## config.mk

```make
export PLATFORM = sky130hd
export DESIGN_NAME = serial_sub_flat
export DESIGN_NICKNAME = d
export VERILOG_FILES = /design/src/rtl/serial_sub_pkg.sv /design/src/rtl/serial_sub_if.sv /design/src/rtl/serial_sub_full_sub.sv /design/src/rtl/serial_sub.sv /design/src/flat_wrapper.sv
export SDC_FILE = /design/constraint.sdc
export NUM_CORES = 1
export LEC_CHECK = 0
export CAP_MARGIN = 20
export CORE_MARGIN = 1
export CORE_UTILIZATION = 35
export CTS_CLUSTER_SIZE = 10
export DETAILED_ROUTE_END_ITERATION = 10
export GPL_TIMING_DRIVEN = 0
export PLACE_DENSITY = 0.55
export RECOVER_POWER = 100
export SYNTH_ARGS = -nofsm -noshare
export SYNTH_HDL_FRONTEND = slang
export SYNTH_SLANG_ARGS = --single-unit
export TNS_END_PERCENT = 10
```

## constraint.sdc

```tcl
create_clock -name clk -period 1.7 [get_ports clk]
set_input_delay 0.255 -clock clk [delete_from_list [all_inputs] [get_ports clk]]
set_output_delay 0.255 -clock clk [all_outputs]
set_load 0.01 [all_outputs]
```

## src/rtl/serial_sub_pkg.sv

```systemverilog
// -----------------------------------------------------------------------------
// serial_sub_pkg
// Shared types for the bit-serial subtractor.
//   state_t   : controller states (IDLE, SHIFT, DONE)
//   cnt_width : width of the bit counter, $clog2(WIDTH+1)
// -----------------------------------------------------------------------------
package serial_sub_pkg;

  typedef enum logic [1:0] {
    IDLE  = 2'd0,
    SHIFT = 2'd1,
    DONE  = 2'd2
  } state_t;

  function automatic int cnt_width(input int width);
    return $clog2(width + 1);
  endfunction

endpackage

```

## src/rtl/serial_sub_if.sv

```systemverilog
// -----------------------------------------------------------------------------
// serial_sub_if
// Start/done handshake and operand/result bus of the serial subtractor.
//   start  : request from the operand side
//   A, B   : minuend / subtrahend
//   busy   : operation in progress
//   done   : one-cycle result strobe
//   D      : difference (A - B) mod 2^WIDTH
//   BO     : borrow out (A < B unsigned)
//   V      : signed overflow of A - B
// master modport drives the request side; slave modport is the subtractor.
// -----------------------------------------------------------------------------
interface serial_sub_if #(
  parameter int WIDTH = 8
);
  logic             start;
  logic [WIDTH-1:0] A;
  logic [WIDTH-1:0] B;
  logic             busy;
  logic             done;
  logic [WIDTH-1:0] D;
  logic             BO;
  logic             V;

  modport master (
    output start, A, B,
    input  busy, done, D, BO, V
  );

  modport slave (
    input  start, A, B,
    output busy, done, D, BO, V
  );
endinterface

```

## src/rtl/serial_sub_full_sub.sv

```systemverilog
// -----------------------------------------------------------------------------
// full_sub
// Combinational one-bit full subtractor: A - B - BI.
//   A, B, BI : minuend bit, subtrahend bit, borrow in
//   D        : difference bit  A ^ B ^ BI
//   BO       : borrow out      (~A & B) | (~(A ^ B) & BI)
// Built as two cascaded half subtractors whose borrows are ORed.
// -----------------------------------------------------------------------------
module full_sub (
  input  logic A,
  input  logic B,
  input  logic BI,
  output logic D,
  output logic BO
);

  logic w_d1;
  logic w_b1;
  logic w_b2;

  // first half subtractor: A - B
  assign w_d1 = A ^ B;
  assign w_b1 = ~A & B;

  // second half subtractor: (A - B) - BI
  assign D    = w_d1 ^ BI;
  assign w_b2 = ~w_d1 & BI;

  assign BO   = w_b1 | w_b2;

endmodule

```

## src/rtl/serial_sub.sv

```systemverilog
// -----------------------------------------------------------------------------
// serial_sub
// Bit-serial two's-complement subtractor, D = A - B, LSB first, one bit per
// clock through a single full_sub cell and a registered borrow.
//   clk : rising-edge clock
//   rst : asynchronous active-high reset
//   bus : serial_sub_if.slave (start, A, B in; busy, done, D, BO, V out)
// Accept at edge k -> busy in cycles k+1..k+WIDTH -> done in cycle k+WIDTH+1.
// D/BO/V are loaded on the edge that enters DONE and hold until the next one.
// -----------------------------------------------------------------------------
module serial_sub
  import serial_sub_pkg::*;
#(
  parameter int WIDTH = 8
) (
  input  logic         clk,
  input  logic         rst,
  serial_sub_if.slave  bus
);

  localparam int            CW   = cnt_width(WIDTH);
  localparam logic [CW-1:0] LAST = CW'(WIDTH - 1);

  state_t           r_state;
  state_t           w_next;

  logic [WIDTH-1:0] r_sa;
  logic [WIDTH-1:0] r_sb;
  logic [WIDTH-1:0] r_res;
  logic             r_a_msb;
  logic             r_b_msb;
  logic             r_borrow;
  logic [CW-1:0]    r_cnt;

  logic [WIDTH-1:0] r_d;
  logic             r_bo;
  logic             r_v;

  logic             w_accept;
  logic             w_shift;
  logic             w_last;
  logic             w_diff;
  logic             w_bout;
  logic             w_busy;
  logic             w_done;

  assign w_accept = (r_state == IDLE) && bus.start;
  assign w_shift  = (r_state == SHIFT);
  assign w_last   = w_shift && (r_cnt == LAST);

  full_sub u_cell (
    .A  (r_sa[0]),
    .B  (r_sb[0]),
    .BI (r_borrow),
    .D  (w_diff),
    .BO (w_bout)
  );

  // ---------------------------------------------------------------------------
  // FSM: state register
  // ---------------------------------------------------------------------------
  always_ff @(posedge clk or posedge rst) begin
    if (rst) begin
      r_state <= IDLE;
    end else begin
      r_state <= w_next;
    end
  end

  // FSM: next-state logic
  always_comb begin
    w_next = r_state;
    case (r_state)
      IDLE:    if (bus.start) w_next = SHIFT;
      SHIFT:   if (w_last)    w_next = DONE;
      DONE:                   w_next = IDLE;
      default:                w_next = IDLE;
    endcase
  end

  // FSM: outputs decoded from the registered state, so busy/done are
  // mutually exclusive and glitch-free with respect to inputs.
  always_comb begin
    w_busy = 1'b0;
    w_done = 1'b0;
    case (r_state)
      SHIFT:   w_busy = 1'b1;
      DONE:    w_done = 1'b1;
      default: ;
    endcase
  end

  // ---------------------------------------------------------------------------
  // Operand / result shift registers (datapath, no reset)
  // ---------------------------------------------------------------------------
  always_ff @(posedge clk) begin
    if (w_accept) begin
      r_sa    <= bus.A;
      r_sb    <= bus.B;
      r_res   <= '0;
      r_a_msb <= bus.A[WIDTH-1];
      r_b_msb <= bus.B[WIDTH-1];
    end else if (w_shift) begin
      r_sa  <= {1'b0, r_sa[WIDTH-1:1]};
      r_sb  <= {1'b0, r_sb[WIDTH-1:1]};
      // difference bits enter at the MSB so bit 0 ends up LSB after WIDTH shifts
      r_res <= {w_diff, r_res[WIDTH-1:1]};
    end
  end

  // ---------------------------------------------------------------------------
  // Borrow flop and bit counter
  // ---------------------------------------------------------------------------
  always_ff @(posedge clk or posedge rst) begin
    if (rst) begin
      r_borrow <= 1'b0;
      r_cnt    <= '0;
    end else if (w_accept) begin
      r_borrow <= 1'b0;
      r_cnt    <= '0;
    end else if (w_shift) begin
      r_borrow <= w_bout;
      r_cnt    <= r_cnt + CW'(1);
    end
  end

  // ---------------------------------------------------------------------------
  // Result registers: loaded from the last bit cycle so they change only on
  // the edge entering DONE and never expose a partial result.
  // ---------------------------------------------------------------------------
  always_ff @(posedge clk or posedge rst) begin
    if (rst) begin
      r_d  <= '0;
      r_bo <= 1'b0;
      r_v  <= 1'b0;
    end else if (w_last) begin
      r_d  <= {w_diff, r_res[WIDTH-1:1]};
      r_bo <= w_bout;
      // overflow only when operand signs differ and the result sign
      // disagrees with the minuend sign; w_diff is the result MSB here
      r_v  <= (r_a_msb ^ r_b_msb) & (w_diff ^ r_a_msb);
    end
  end

  assign bus.busy = w_busy;
  assign bus.done = w_done;
  assign bus.D    = r_d;
  assign bus.BO   = r_bo;
  assign bus.V    = r_v;

endmodule
```

## src/flat_wrapper.sv

```systemverilog
// flat-port wrapper written by rule: the top's interface ports become plain ports
module serial_sub_flat import serial_sub_pkg::*;
#(
  parameter int WIDTH = 8
)
  (clk, rst, bus_start, bus_A, bus_B, bus_busy, bus_done, bus_D, bus_BO, bus_V);
  serial_sub_if #(.WIDTH(WIDTH)) bus_i ();
  input  logic clk;
  input  logic rst;
  input wire logic [$bits(bus_i.start)-1:0] bus_start;
  input wire logic [$bits(bus_i.A)-1:0] bus_A;
  input wire logic [$bits(bus_i.B)-1:0] bus_B;
  output wire logic [$bits(bus_i.busy)-1:0] bus_busy;
  output wire logic [$bits(bus_i.done)-1:0] bus_done;
  output wire logic [$bits(bus_i.D)-1:0] bus_D;
  output wire logic [$bits(bus_i.BO)-1:0] bus_BO;
  output wire logic [$bits(bus_i.V)-1:0] bus_V;
  assign bus_i.start = bus_start;
  assign bus_i.A = bus_A;
  assign bus_i.B = bus_B;
  assign bus_busy = bus_i.busy;
  assign bus_done = bus_i.done;
  assign bus_D = bus_i.D;
  assign bus_BO = bus_i.BO;
  assign bus_V = bus_i.V;
  serial_sub #(.WIDTH(WIDTH)) u_core (.clk(clk), .rst(rst), .bus(bus_i));
endmodule
```

* Yosys cells after proc, flatten, opt, wreduce, memory -nomap -nowiden
Index checks and enable logic that the tools add are counted.
** Cells by class
- Add/sub/neg operators :: 1
- Bitwise gates (word level) :: 10
- Order comparisons :: 0
- Shift-type cells :: 0
- Reductions and logical operators :: 5
- Eq/ne operators :: 5
- Multiply operators :: 0
- Divide/modulo/power cells :: 0
- Multiplexer cells :: 13
** Operators with widths (count)
- $mux 8 :: 4
- $mux 4 :: 2
- $add 4x1->4 const B :: 1
- $eq 4x3->1 const B :: 1
- $mux 1 :: 4
- $mux 2 :: 2
- $ne 2x2->1 const B :: 2
- $pmux 2 s2 :: 1
- $xor 1x1->1 :: 4
- $and 1x1->1 :: 3
- $eq 2x1->1 const B :: 1
- $eq 2x2->1 const B :: 1
- $logic_and 1x1->1 :: 2
- $logic_not 2->1 :: 1
- $not 1->1 :: 2
- $reduce_and 2->1 :: 1
- $reduce_bool 2->1 :: 1
- $or 1x1->1 :: 1
** Storage, ports and cells
- Word-level logic and storage cells :: 45
- Bits in read-only memories :: 0
- Latch bits :: 0
- Output and inout bits :: 12
- Memories kept :: 0
- Bits of input ports :: 19
- Bits in registers :: 43
- RAM bits :: 0

* Logic depth before layout (Yosys ltp)
Gate-level depths: netlist of run 1.
- Depth after elaboration :: 6
- Mapped depth :: 6

* Cells and area by module
From an unflattened synthesis of run 1, not the netlist that was laid out.
** Second synthesis, totals
- Cells, all modules :: 128
- Area, all modules :: 1760.4 um2
** By module, submodules not included
- serial_sub :: times used 1, cells each 124, area an instance 1729.2 um2
- full_sub :: times used 1, cells each 4, area an instance 31.3 um2

* Worst setup path before layout of run 1
OpenSTA, ideal clock, no wires.
- Path type :: register to register
- From :: register u_core.r_sa[0]
- To :: register u_core.r_v (netlist: u_core.bus.V)
- Slack :: 0.207 ns
- Arrival :: 1.368 ns
- Clock period less this slack :: 1.493 ns
- Cell stages (with the launch flop) :: 5
- Required time :: 1.575 ns
- Path through :: edfxtp_1 fa_1 nand2b_1 o22ai_1 mux2_2
** On the way
- Longest elaborated chain between the ends :: 4
** Ends and longest elaborated chain
- from (decl) :: line serial_sub.sv:27 : logic [WIDTH-1:0] r_sa;
- from (signal assigned) :: line serial_sub.sv:98 : r_sa <= bus.A;
- from (signal assigned) :: line serial_sub.sv:104 : r_sa <= {1'b0, r_sa[WIDTH-1:1]};
- $xor 1x1->1 :: line serial_sub_full_sub.sv:22 : assign w_d1 = A ^ B;
- $xor 1x1->1 :: line serial_sub_full_sub.sv:26 : assign D = w_d1 ^ BI;
- via u_core.u_cell.D :: line serial_sub_full_sub.sv:13 : output logic D,
- $xor 1x1->1 :: line serial_sub.sv:141 : r_v <= (r_a_msb ^ r_b_msb) & (w_diff ^ r_a_msb);
- $and 1x1->1 :: line serial_sub.sv:141
- to (signal assigned) :: line serial_sub.sv:141
- to (decl) :: line serial_sub.sv:37 : logic r_v;
The timed path passes the listed nets, and every way through them passes these cells.
A chain may end at the register's enable or synchronous reset.

* Worst setup path in the final report of run 1
Same ends and word-level chain as after synthesis.

==> run summary, run 1 <==
==================================================================================
Net count after synthesis ...........................................          148
Die outline area ....................................................     5310 um2
Via count normalized by instance count ..............................        4.556
Via count of the first global-routing pass ..........................         1092
Critical Path Slowest Stage Cell .................................... sky130_fd_sc_hd__fa_1
Total power draw ....................................................     3.960 mW
Antenna diode count .................................................            0
Fraction of registers with async set/reset ..........................       40.48%
Initial core utilization ............................................       36.73%
Detail Placement HPWL ...............................................     2.036 mm
Initial DRT Pass Iterations .........................................            4
Overflow left after global routing ..................................            0
Count of flip-flops with a built-in enable after synthesis ..........           18
Worst-Skew Late Latency .............................................       280 ps
Biggest fanout along the worst timing path ..........................            4
Number of storage elements in the synthesis netlist .................           42
Placer congestion estimate ..........................................       0.7274
Final-layout worst hold slack .......................................     458.8 ps
Post-DP Area ........................................................     2142 um2
Tightest Pin Transition .............................................     656.4 ps
Largest net degree at the start of global routing ...................           18
Die span in x .......................................................     72.87 um
Core Box Area .......................................................     4786 um2
Outcome ............................................................. complete, no violations
Post-layout instance area ...........................................     2296 um2
Clock sinks .........................................................           42
Number of warnings issued by yosys ..................................            0
CTS tree ............................................................        built
Drt initial violations ..............................................           36
Startpoint type of the worst setup path .............................         flop
Post-synthesis sequential area ratio ................................       62.92%
Crit-path cells ..................................................... fa_1 -> nand2b_1 -> o22ai_1 -> mux2_2
Drt drc .............................................................            0
Type of destination of the critical path ............................         flop
Via count of the routed design ......................................         1098
Detailed Route WL ...................................................     2.901 mm
Initial antenna violation count .....................................            0
Placed Instances ....................................................          224
Wire length of the first global-routing pass ........................     4.947 mm
Cells after Synth ...................................................          127
Setup Skew ..........................................................     6.603 ps
Top-Level Pins ......................................................           31
Number of levels the H-tree was split into ..........................            2
Area share of the largest cell type after synthesis .................       30.75%
Critical path data arrival time .....................................      1800 ps
Largest voltage drop on the vdd net .................................     734.6 uV
Relative slew slack .................................................       56.19%
Post-route insts no fill ............................................          241
Drt wl/cell .........................................................     12.04 um
Post-synth top cells ................................................ 23 x sky130_fd_sc_hd__mux2_2, 20 x sky130_fd_sc_hd__nand2_1, 18 x sky130_fd_sc_hd__edfxtp_1
Overall global routing resource usage ...............................       12.52%
Final number of setup-violating endpoints ...........................            0
Number of unique standard cell types used by synthesis ..............           25
Areal power density over the cells ..................................  1725 nW/um2
Share of final-layout standard cells stronger than drive strength 1 .       27.59%
Final Hold Vio Count ................................................            0
Final period demand of the worst path ...............................      1629 ps
Post-Synthesis Cell Area ............................................     1758 um2
Remaining antenna violation count ...................................            0
Max-capacitance violation count .....................................            0
Max Clk Rate ........................................................    613.8 MHz
Period utilisation layout ...........................................       95.84%
Total of buffers placed on input and output ports ...................           30
Number of buffers on the longest clock path .........................            2
Most frequent cell after synthesis .................................. sky130_fd_sc_hd__mux2_2
Slowest stage delay, CP .............................................       650 ps
Setup Crit Path Kind ................................................ flop to flop
Required time worst endpoint ........................................      1870 ps
Final count of pins violating max slew ..............................            0
Syn avg cell area ...................................................    13.84 um2
Predominant post-synthesis flop cell ................................ sky130_fd_sc_hd__edfxtp_1
Synth-to-layout area growth .........................................       30.60%
Cts bufs inserted ...................................................            5
Number of nets in the layout ........................................          194
Unrepaired setup endpoints after global routing .....................          yes
Total number of placement rows ......................................           25
Leakage dissipation .................................................    0.9538 nW
Hold Crit Class ..................................................... flop to flop
Yosys top cell by area .............................................. sky130_fd_sc_hd__edfxtp_1
Die Height ..........................................................     72.87 um
Synth top area cells ................................................ sky130_fd_sc_hd__edfxtp_1 31%, sky130_fd_sc_hd__dfrtp_1 24%, sky130_fd_sc_hd__mux2_2 15%, sky130_fd_sc_hd__dfxtp_1 8.0%, sky130_fd_sc_hd__nand2_1 4.3%
Clock transition at the registers of the reported paths .............        70 ps
Cts-stage hold buffer count .........................................            0
Library cell used as clock root buffer .............................. sky130_fd_sc_hd__clkbuf_8
==================================================================================
## registers in the layout, indices dropped and copies added (netlist names), 2 cells and up
register and cells:
u_core.r_cnt 4, u_core.r_sb 8, u_core.bus.D 8, u_core.r_res 7, u_core.r_state 2, u_core.r_sa 8
## stage by stage
step                      utilization (%)  setup TNS (ps)  setup WS [ps]
final                               47.97               0          70.69
after global routing                47.97          -7.983         -7.983
after CTS                           47.09               0          36.66
after detailed placement            44.76          -783.7         -145.8
after global placement              44.76          -966.4         -144.0
after floorplan                         -               0          207.3
## final timing paths
check | depth (start not counted) | to | from | slack (ps)
min in group asynchronous | 2 | u_core.bus.D[0] | rst | 500
min reg2reg | 2 | u_core.r_res[1] | u_core.r_res[1] | 460
max | 4 | u_core.bus.V | u_core.r_sa[0] | 70
min | 2 | u_core.r_res[1] | u_core.r_res[1] | 460
max reg2reg | 4 | u_core.bus.V | u_core.r_sa[0] | 70
max in group asynchronous | 2 | u_core.bus.D[5] | rst | 780
## critical path, delay by kind of cell (launching register included)
kind / cells / cell delay [ps]
AO/OA/AOI/OAI: 1 / 80
adder cells (fa/ha/maj): 1 / 650
flip-flops: 1 / 400
multiplexers: 1 / 260
AND/OR/NAND/NOR: 1 / 130
## where the power goes
part           internal (mW)  total [mW]  switching (mW)  leakage, nW
clock network          0.327       0.631           0.303       0.0482
registers               1.59        1.80           0.206        0.465
logic                  0.835        1.53           0.695        0.440
## timing repair
item | in CTS | in global routing
pin swaps | 0 | 0
buffers inserted | 2 | 7
gates resized for setup | 4 | 3
setup endpoints to repair | 1 | 7
## metal layers
metal  routed length, um  vias up  global-route usage [%]
met5                   0        -                       0
met2                1471       18                   19.94
met3                 100        5                   3.039
li1                    -      537                       -
met1                1281      538                   15.83
met4                  46        0                   6.536
## layout make-up
cell class / count / area [um2]
Buffer: 6 / 63.81
Clock buffer: 7 / 86.33
Clock inverter: 1 / 5.005
Fill cell: 452 / 2490
Inverter: 5 / 18.77
Multi-Input combinational cell: 74 / 573.1
Sequential cell: 42 / 1106
Tap cell: 67 / 83.83
Timing Repair Buffer: 39 / 359.1
## cell usage in the layout (no fill, tap or decap), types with 2 or more instances in the layout
cell | netlist | routed
sky130_fd_sc_hd__nand2b_1 | 2 | 2
sky130_fd_sc_hd__clkbuf_8 | 0 | 6
sky130_fd_sc_hd__mux2_2 | 23 | 23
sky130_fd_sc_hd__inv_1 | 5 | 4
sky130_fd_sc_hd__dfxtp_1 | 7 | 7
sky130_fd_sc_hd__dlygate4sd3_1 | 0 | 3
sky130_fd_sc_hd__buf_4 | 2 | 8
sky130_fd_sc_hd__clkdlybuf4s50_1 | 0 | 25
sky130_fd_sc_hd__dfrtp_1 | 17 | 17
sky130_fd_sc_hd__edfxtp_1 | 18 | 18
sky130_fd_sc_hd__buf_6 | 4 | 4
sky130_fd_sc_hd__and2_1 | 2 | 2
sky130_fd_sc_hd__nand2_1 | 20 | 20
sky130_fd_sc_hd__o22ai_1 | 3 | 3
sky130_fd_sc_hd__o21ai_0 | 3 | 3
sky130_fd_sc_hd__clkbuf_1 | 0 | 4
sky130_fd_sc_hd__a21oi_1 | 9 | 9
## logic make-up after synthesis
family	after synthesis	synth area share (%)
DFF	42	62.92
AOI/OAI and AO/OA	19	6.192
buffers and inverters	11	4.484
adders and majority gates	2	1.850
muxes	23	14.73
and+or+nand+nor	29	9.323
xor gates and xnor gates	1	0.4983
No activity file was read; power rests on OpenSTA's default activity.
==> run 2: changes to the inputs <==
--- a/config.mk
+++ b/config.mk
@@ -8,9 +8,9 @@
 export CAP_MARGIN = 20
 export CORE_MARGIN = 1
-export CORE_UTILIZATION = 35
+export CORE_UTILIZATION = 40
 export CTS_CLUSTER_SIZE = 10
 export DETAILED_ROUTE_END_ITERATION = 10
 export GPL_TIMING_DRIVEN = 0
-export PLACE_DENSITY = 0.55
+export PLACE_DENSITY = 0.61
 export RECOVER_POWER = 100
 export SYNTH_ARGS = -nofsm -noshare
==> constraint.sdc (replaced) <==
create_clock -name clk -period 1.7 [get_ports clk]
set_input_delay 0.34 -clock clk [delete_from_list [all_inputs] [get_ports clk]]
set_output_delay 0.34 -clock clk [all_outputs]
set_load 0.01 [all_outputs]
==> run 2 against run 1 <==
Clock skew fell by 1.3 ps. Global-route usage grew 2.7 points. Critical path depth is the same. Non-clock buffer count decreased by 6. Combinational power shrank 5%. Highest routed layer unchanged.
==> run summary, run 2 (synthesis gave the netlist of run 1 again) <==
==================================================================================
Drt initial violations ..............................................           43   +19%
Areal power density over the cells ..................................  1749 nW/um2   +1.4%
Via count normalized by instance count ..............................        4.830   +6.0%
Unrepaired setup endpoints after global routing .....................           no
Hold Crit Class ..................................................... flop to flop
Type of destination of the critical path ............................         flop
Synth-to-layout area growth .........................................       26.83%
Via count of the first global-routing pass ..........................         1026   -6.0%
Cells on Worst Hold Path ............................................            2   unchanged
Outcome ............................................................. complete, no violations
Internal cell power .................................................     2.691 mW   -2.4%
Setup Skew ..........................................................     5.256 ps   -1.347 ps
Number of levels the H-tree was split into ..........................            2   unchanged
Max-capacitance violation count .....................................            0   unchanged
Sequential share of power ...........................................        46.2%   +0.7 points
Cts bufs inserted ...................................................            5   unchanged
Top-Level Pins ......................................................           31   unchanged
Library cell used as clock root buffer .............................. sky130_fd_sc_hd__clkbuf_8
Period utilisation layout ...........................................       96.58%   +0.74 points
Share of the core filled with cells .................................       54.18%   +6.2 points
Initial antenna violation count .....................................            0   unchanged
Total of buffers placed on input and output ports ...................           30   unchanged
Placed Instances ....................................................          207   -7.6%
Post-layout instance area ...........................................     2230 um2   -2.9%
Max Clk Rate ........................................................    609.1 MHz   -0.77%
Final number of setup-violating endpoints ...........................            0   unchanged
CTS tree ............................................................        built
Tightest Pin Transition .............................................     699.2 ps   +42.83 ps
Via count of the routed design ......................................         1053   -4.1%
Share of final-layout standard cells stronger than drive strength 1 .       25.00%   -2.6 points
Area occupied by multi-input gates ..................................    575.6 um2   +0.44%
Detailed Route WL ...................................................     2.939 mm   +1.3%
Clock power share ...................................................        16.4%   +0.5 points
Core Box Area .......................................................     4115 um2   -14%
Drt wl/cell .........................................................     13.48 um   +12%
Sequential standard cell area .......................................     1106 um2   unchanged
Switch share ........................................................       31.01%   +0.60 points
Worst-Skew Late Latency .............................................       290 ps   about the same
Initial core utilization ............................................       42.72%   +6.0 points
Switching power summed over all nets ................................     1.209 mW   +0.44%
Detail Placement HPWL ...............................................     2.054 mm   +0.86%
Number of nets in the layout ........................................          188   -3.1%
Relative slew slack .................................................       53.33%   -2.9 points
Worst R2R Path Depth ................................................            4   unchanged
Die span in x .......................................................     68.30 um   -6.3%
Initial DRT Pass Iterations .........................................            4   unchanged
Critical path data arrival time .....................................      1810 ps   about the same
Setup Crit Path Kind ................................................ flop to flop
Largest voltage drop on the vdd net .................................     789.3 uV   +7.4%
Post-route insts no fill ............................................          218   -9.5%
Die outline area ....................................................     4664 um2   -12%
Drt drc .............................................................            0   unchanged
Overall global routing resource usage ...............................       15.20%   +2.7 points
Clock transition at the registers of the reported paths .............        70 ps   about the same
Setup WS post-layout ................................................     58.11 ps   -12.58 ps
Leakage dissipation .................................................    0.9495 nW   -0.44%
Total number of placement rows ......................................           23   -8.0%
Wire length of the first global-routing pass ........................     4.857 mm   -1.8%
Post-DP Area ........................................................     2121 um2   -0.99%
Fraction of power consumed by combinational cells ...................        37.4%   -1.2 points
Biggest fanout along the worst timing path ..........................            4   unchanged
Number of buffers on the longest clock path .........................            2   unchanged
Final Hold Vio Count ................................................            0   unchanged
Startpoint type of the worst setup path .............................         flop
Setup Total Neg Slack ...............................................         0 ps   unchanged
Antenna diode count .................................................            0   unchanged
Final count of pins violating max slew ..............................            0   unchanged
Overflow left after global routing ..................................            0   unchanged
Total power draw ....................................................     3.900 mW   -1.5%
Required time worst endpoint ........................................      1870 ps   about the same
Fill cell count .....................................................          361   -20%
Largest net degree at the start of global routing ...................           18   unchanged
Most common library cell in the layout ignoring fill and taps ....... sky130_fd_sc_hd__mux2_2
Remaining antenna violation count ...................................            0   unchanged
Highest-count cells in the layout ignoring fill and taps ............ 23 x sky130_fd_sc_hd__mux2_2, 20 x sky130_fd_sc_hd__nand2_1, 18 x sky130_fd_sc_hd__edfxtp_1
Placer congestion estimate ..........................................       0.7510   +3.2%
Clock sinks .........................................................           42   unchanged
Die Height ..........................................................     68.30 um   -6.3%
Worst setup timing slack at the placement stage .....................    -231.1 ps   -85.30 ps
Final-layout worst hold slack .......................................     457.4 ps   -1.346 ps
Final period demand of the worst path ...............................      1642 ps   +12.58 ps
==================================================================================
-- run 2: changes by cell type in the layout (fill, tap and decap cells not counted), sizes merged --
cell           change
dlygate4sd2        +1
clkinv             -1
clkdlybuf4s15      -1
clkbuf             +1
buf                -6
clkdlybuf4s50     -10
dlygate4sd3       +10
-- run 2: final timing paths --
check,startpoint,slack [ps],to
worst max register to register,u_core.r_sa[0],60,u_core.bus.V
max in group asynchronous,rst,660,u_core.bus.BO
worst min register to register,u_core.r_res[1],460,u_core.r_res[1]
min in group asynchronous,rst,600,u_core.r_cnt[1]
worst min-delay path,u_core.r_res[1],460,u_core.r_res[1]
worst max-delay path,u_core.r_sa[0],60,u_core.bus.V
-- run 2: per-layer routing --
metal	part of all wire (%)	up-vias	track usage, %
met1	44	500	19.68
met5	0	-	0
met3	4.9	4	5.667
met2	50	23	22.79
met4	1.1	0	6.250
li1	-	526	-
-- run 2: layout make-up --
class	count	share of cell area (%)
plain buffers	6	2.694
clock buffers	8	4.040
inverters	5	0.8418
multi-input cells	74	25.81
flip-flops and latches	42	49.61
well taps	50	2.806
repair buffers	33	14.20
-- run 2: critical path, cell delays in order, from the launching register on --
cell and delay (ps):
sky130_fd_sc_hd__edfxtp_1 410, sky130_fd_sc_hd__fa_1 660, sky130_fd_sc_hd__nand2b_1 130, sky130_fd_sc_hd__o22ai_1 60, sky130_fd_sc_hd__mux2_2 260
-- run 2: what timing repair did --
item	CTS	global route
hold buffers	0	0
buffers inserted	3	0
hold endpoints to repair	0	0
pin swaps	0	0
endpoints found under the setup margin	2	1
resized for setup	6	1
-- run 2: power groups by stage --
stage | clock, mW | combinational [mW] | sequential, mW
2_1_floorplan | 0 | 0.959 | 1.83
3_3_place_gp | 0 | 1.44 | 1.81
3_5_place_dp | 0 | 1.47 | 1.83
4_1_cts | 0.663 | 1.55 | 1.82
5_1_grt | 0.708 | 1.62 | 1.86
6_report | 0.641 | 1.46 | 1.80
==> variant 1, RTL diff (settings of run 1) <==
Reset style: synchronous (`rst`), changed in 3 clocked blocks. Comments in the files are not updated.
--- a/src/rtl/serial_sub.sv
+++ b/src/rtl/serial_sub.sv
@@ -59,7 +59,7 @@
   // ---------------------------------------------------------------------------
   // FSM: state register
   // ---------------------------------------------------------------------------
-  always_ff @(posedge clk or posedge rst) begin
+  always_ff @(posedge clk) begin
     if (rst) begin
       r_state <= IDLE;
     end else begin
@@ -111,7 +111,7 @@
   // ---------------------------------------------------------------------------
   // Borrow flop and bit counter
   // ---------------------------------------------------------------------------
-  always_ff @(posedge clk or posedge rst) begin
+  always_ff @(posedge clk) begin
     if (rst) begin
       r_borrow <= 1'b0;
       r_cnt    <= '0;
@@ -128,7 +128,7 @@
   // Result registers: loaded from the last bit cycle so they change only on
   // the edge entering DONE and never expose a partial result.
   // ---------------------------------------------------------------------------
-  always_ff @(posedge clk or posedge rst) begin
+  always_ff @(posedge clk) begin
     if (rst) begin
       r_d  <= '0;
       r_bo <= 1'b0;
Formal check against the unedited RTL: differs if rst is asserted again (counterexample within 4 cycles, from zero or initial values and one cycle with rst high); with rst held inactive, the same outputs for 10 cycles.
==> variant 1 against run 1 <==
The run now ends with design-rule violations left. Setup slack gained 0.037 ns. Wire length grew 6.9%. Cell area shrank 6.9%. Area after synthesis shrank 4.6%. Hold slack gained 0.016 ns. Count of clock-buffer cells in the layout is the same. Sequential cell count is the same. Critical endpoint is now bus_busy.
Power is not compared: it rests on default switching activity, and its combinational part moved more than twofold at a synthesized area within 25%.
==> variant 1: results (changes against run 1) <==
cts:
  postCtsSetupRepairBufs: 0  # -2
  cts_buffers: 5  # unchanged
  cts-root-to-sink-buffers: 2  # unchanged
critical_path:
  reg2reg_slack_ns: 0.14  # +0.07 ns
  cp_slowest_cell: "dfxtp_1"
  cp_top_family: "buffers and inverters"
  slowest_delay_ns: 0.39  # -0.26 ns
  r2r-end: "u_core.bus.V"
  path_max_fanout: 10  # +6
  cp.arrival_ns: 1.34  # -0.46 ns
  crit_path_end: "bus_busy"
  crit_start: "u_core.r_state[1]"
placement:
  hpwlAfterDp_mm: 2.21  # +8.6%
  routabilityCongestion: 0.713  # -1.9%
  placed_area_um2: 2040  # -4.7%
  place_ws_ns: -0.216  # -0.0707 ns
synth:
  avgSynthCellArea_um2: 12.6  # -8.9%
  synthArstFlopShare_pct: 0  # -40 points
  ys_seq_area_share_pct: 60.9  # -2.0 points
  ys_top_cells_by_area: "edfxtp_1 32%, dfxtp_1 29%, mux2_2 9.4%"
  ys.flop_type: "dfxtp_1"
  synth_cell_types: 30  # +20%
  synth_common_cells: "24 x dfxtp_1, 18 x edfxtp_1, 14 x a21oi_1, 14 x mux2_2"
  syn-num-nets: 154  # +4.1%
detailed_routing:
  drt_wl_total_mm: 3.10  # +6.9%
  dr.first_iter.drc_count: 77  # +110%
  drc: 2  # +2
  drt-pass1-iter-count: 7  # +3
  viasPerCell: 5.07  # +11%
layout:
  seq_area_um2: 1020  # -7.6%
  drive_above_1_share_pct: 17.5  # -10 points
  final_nets: 191  # -1.5%
  nFillCells: 414  # -8.4%
  final_cells: 223  # -7.5%
timing:
  fin_crit_sh_pct: 93.7  # -2.2 points
  worst-slew-pin-transition_ns: 0.618  # -0.0385 ns
  fin_skew_ns: 0.00448  # -0.00212 ns
global_route:
  grt_use_total_pct: 14.1  # +1.6 points
  grt_pass1_wl_mm: 5.40  # +9.1%
  grt_pass1_vias: 1131  # +3.6%
outcome:
  violations: "design-rule violations"
  status: "finished with violations"
==> variant 1: logic make-up (layout without fill, tap and decap cells) <==
logic type,count (synthesis),in the layout,share of synthesized area (%)
flops,42,42,60.9
compound gates,34,34,13.0
simple gates,28,28,9.85
mux,14,14,9.40
buf+inv,11,49,3.88
fa+ha+maj,2,2,1.94
xor+xnor,2,2,1.04
==> variant 1: how the worst min path moves through the flow <==
stage / from / to / slack, ns / cells after the start
final: u_core.bus.D[6] / u_core.bus.D[6] / 0.47 / 2
after detailed placement: u_core.r_res[1] / u_core.bus.D[0] / 0.47 / 2
after global placement: u_core.r_res[1] / u_core.r_res[1] / 0.46 / 1
after global routing: u_core.bus.D[3] / u_core.bus.D[3] / 0.50 / 2
after floorplan: rst / u_core.bus.BO / 0.33 / 1
after CTS: u_core.r_res[1] / u_core.bus.D[0] / 0.48 / 2
==> variant 1: power groups by stage <==
stage	Clock (uW)	Combinational, uW	Sequential [uW]
global placement	0	226	1200
global route	713	248	1190
floorplan	0	151	1190
detailed placement	0	231	1200
finish	657	227	1170
CTS	681	233	1170
==> variant 1: metal layers <==
metal / vias to the layer above / part of all wire [%] / wire length [um] / global-route usage (%)
met3: 5 / 4.0 / 123 / 3.52
met4: 0 / 1.8 / 55 / 8.89
met5: - / 0 / 0 / 0
met1: 539 / 47 / 1470 / 17.9
li1: 559 / - / - / -
met2: 27 / 47 / 1460 / 21.7
==> variant 1: final cells by class <==
class,count,area share [%]
Inverter,4,0.820
Clock buffer,7,4.04
Sequential cell,42,47.8
Tap cell,52,3.04
Multi-Input combinational cell,80,27.6
Timing Repair Buffer,30,14.1
Clock inverter,1,0.234
Buffer,7,2.28
==> variant 2, RTL diff (settings of run 1) <==
Without the edit above. The 3 states of `state_t` get a one-hot encoding in 3 bits.
--- a/src/rtl/serial_sub_pkg.sv
+++ b/src/rtl/serial_sub_pkg.sv
@@ -6,10 +6,10 @@
 // -----------------------------------------------------------------------------
 package serial_sub_pkg;
 
-  typedef enum logic [1:0] {
-    IDLE  = 2'd0,
-    SHIFT = 2'd1,
-    DONE  = 2'd2
+  typedef enum logic [2:0] {
+    IDLE  = 3'b001,
+    SHIFT = 3'b010,
+    DONE  = 3'b100
   } state_t;
 
   function automatic int cnt_width(input int width);
Formal check against the unedited RTL: same outputs for any inputs over 10 cycles, from zero or initial values and one cycle with rst high; not proved beyond that.
==> variant 2 against run 1 <==
Area after synthesis is 0.64% lower. Non-clock buffer count down 5. Cell count decreased by 1.7%. Sequential cell count rose by 1. Total power down 21%. Sequential power decreased by 14%. Cell area down 1.3%. Clock skew fell by 0.0016 ns. Wire length is 7.1% higher. Synthesized cell count grew 0.79%. Setup slack got worse by 0.039 ns. Hold slack lost 0.0020 ns. Critical path depth stayed put. Utilization fell by 0.29 points. Largest power group unchanged.
==> variant 2: results (changes against run 1) <==
layout:
  nFillCells: 440  # -2.7%
  bufAreaShareNonClock_pct: 16.5  # -1.9 points
  area_delta_synth_final_pct: 29.8
  seq_area_um2: 1130  # +2.4%
  drive_above_1_share_pct: 24.1  # -3.5 points
  clkCellAreaFrac_pct: 3.75  # -0.23 points
synth:
  synthArstFlopShare_pct: 41.9  # +1.4 points
  ys_top_cells_by_area: "edfxtp_1 31%, dfrtp_1 24%, mux2_2 9.7%"
  synth_cell_types: 29  # +16%
detailed_routing:
  dr.first_iter.drc_count: 42  # +17%
  drt_wl_total_mm: 3.11  # +7.1%
  wl_met3_um: 145  # +45%
  dr_wl_met2_mm: 1.49  # +1.2%
placement:
  routabilityCongestion: 0.704  # -3.2%
  dpl.cell_count: 225  # +0.45%
power_and_ir_drop:
  pg_clk_uw: 650  # +3%
  p_seq_share_pct: 49.2  # +3.7 points
  power.net_switching_uw: 915  # -24%
  irDropWorstVdd_mv: 0.622  # -15%
  power.density_nw_per_um2: 1380  # -20%
  leakagePower_uw: 0.000957  # +0.39%
global_route:
  grt_use_total_pct: 13.5  # +0.98 points
  grt_pass1_wl_mm: 5.22  # +5.4%
  grt_pass1_vias: 1144  # +4.8%
  use_met2_pct: 21.4  # +1.5 points
  use_met3_pct: 4.42  # +1.4 points
cts:
  postCtsSetupRepairBufs: 4  # +2
  cts_resized: 11  # +7
critical_path:
  path_max_fanout: 8  # +4
outcome:
  status: "finished clean"
timing:
  fin_skew_ns: 0.00496  # -0.00165 ns
variant 2: kinds of logic after synthesis:
kind of cell	count (synthesis)	synth area share, %
DFF	43	64.8
and+or+nand+nor	31	8.88
muxes	25	16.0
AOI/OAI and AO/OA	13	4.08
buffers and inverters	13	3.87
adders and majority gates	2	1.86
xor gates and xnor gates	1	0.502
variant 2: worst paths after layout:
check	startpoint	end	slack, ns	cells after the start
setup reg to reg	u_core.r_state[0]	u_core.r_sa[1]	0.05	3
max in group asynchronous	rst	u_core.bus.D[3]	0.75	2
hold / removal	u_core.r_res[1]	u_core.r_res[1]	0.46	2
min in group asynchronous	rst	u_core.bus.BO	0.51	2
hold reg to reg	u_core.r_res[1]	u_core.r_res[1]	0.46	2
setup / recovery	u_core.r_state[0]	bus_busy	0.03	4
variant 2: worst max-delay path, cell delays in order (launching register included):
cell     delay, ns
dfstp_2       0.38
or3b_4        0.42
inv_4         0.07
buf_6         0.12
buf_2         0.13
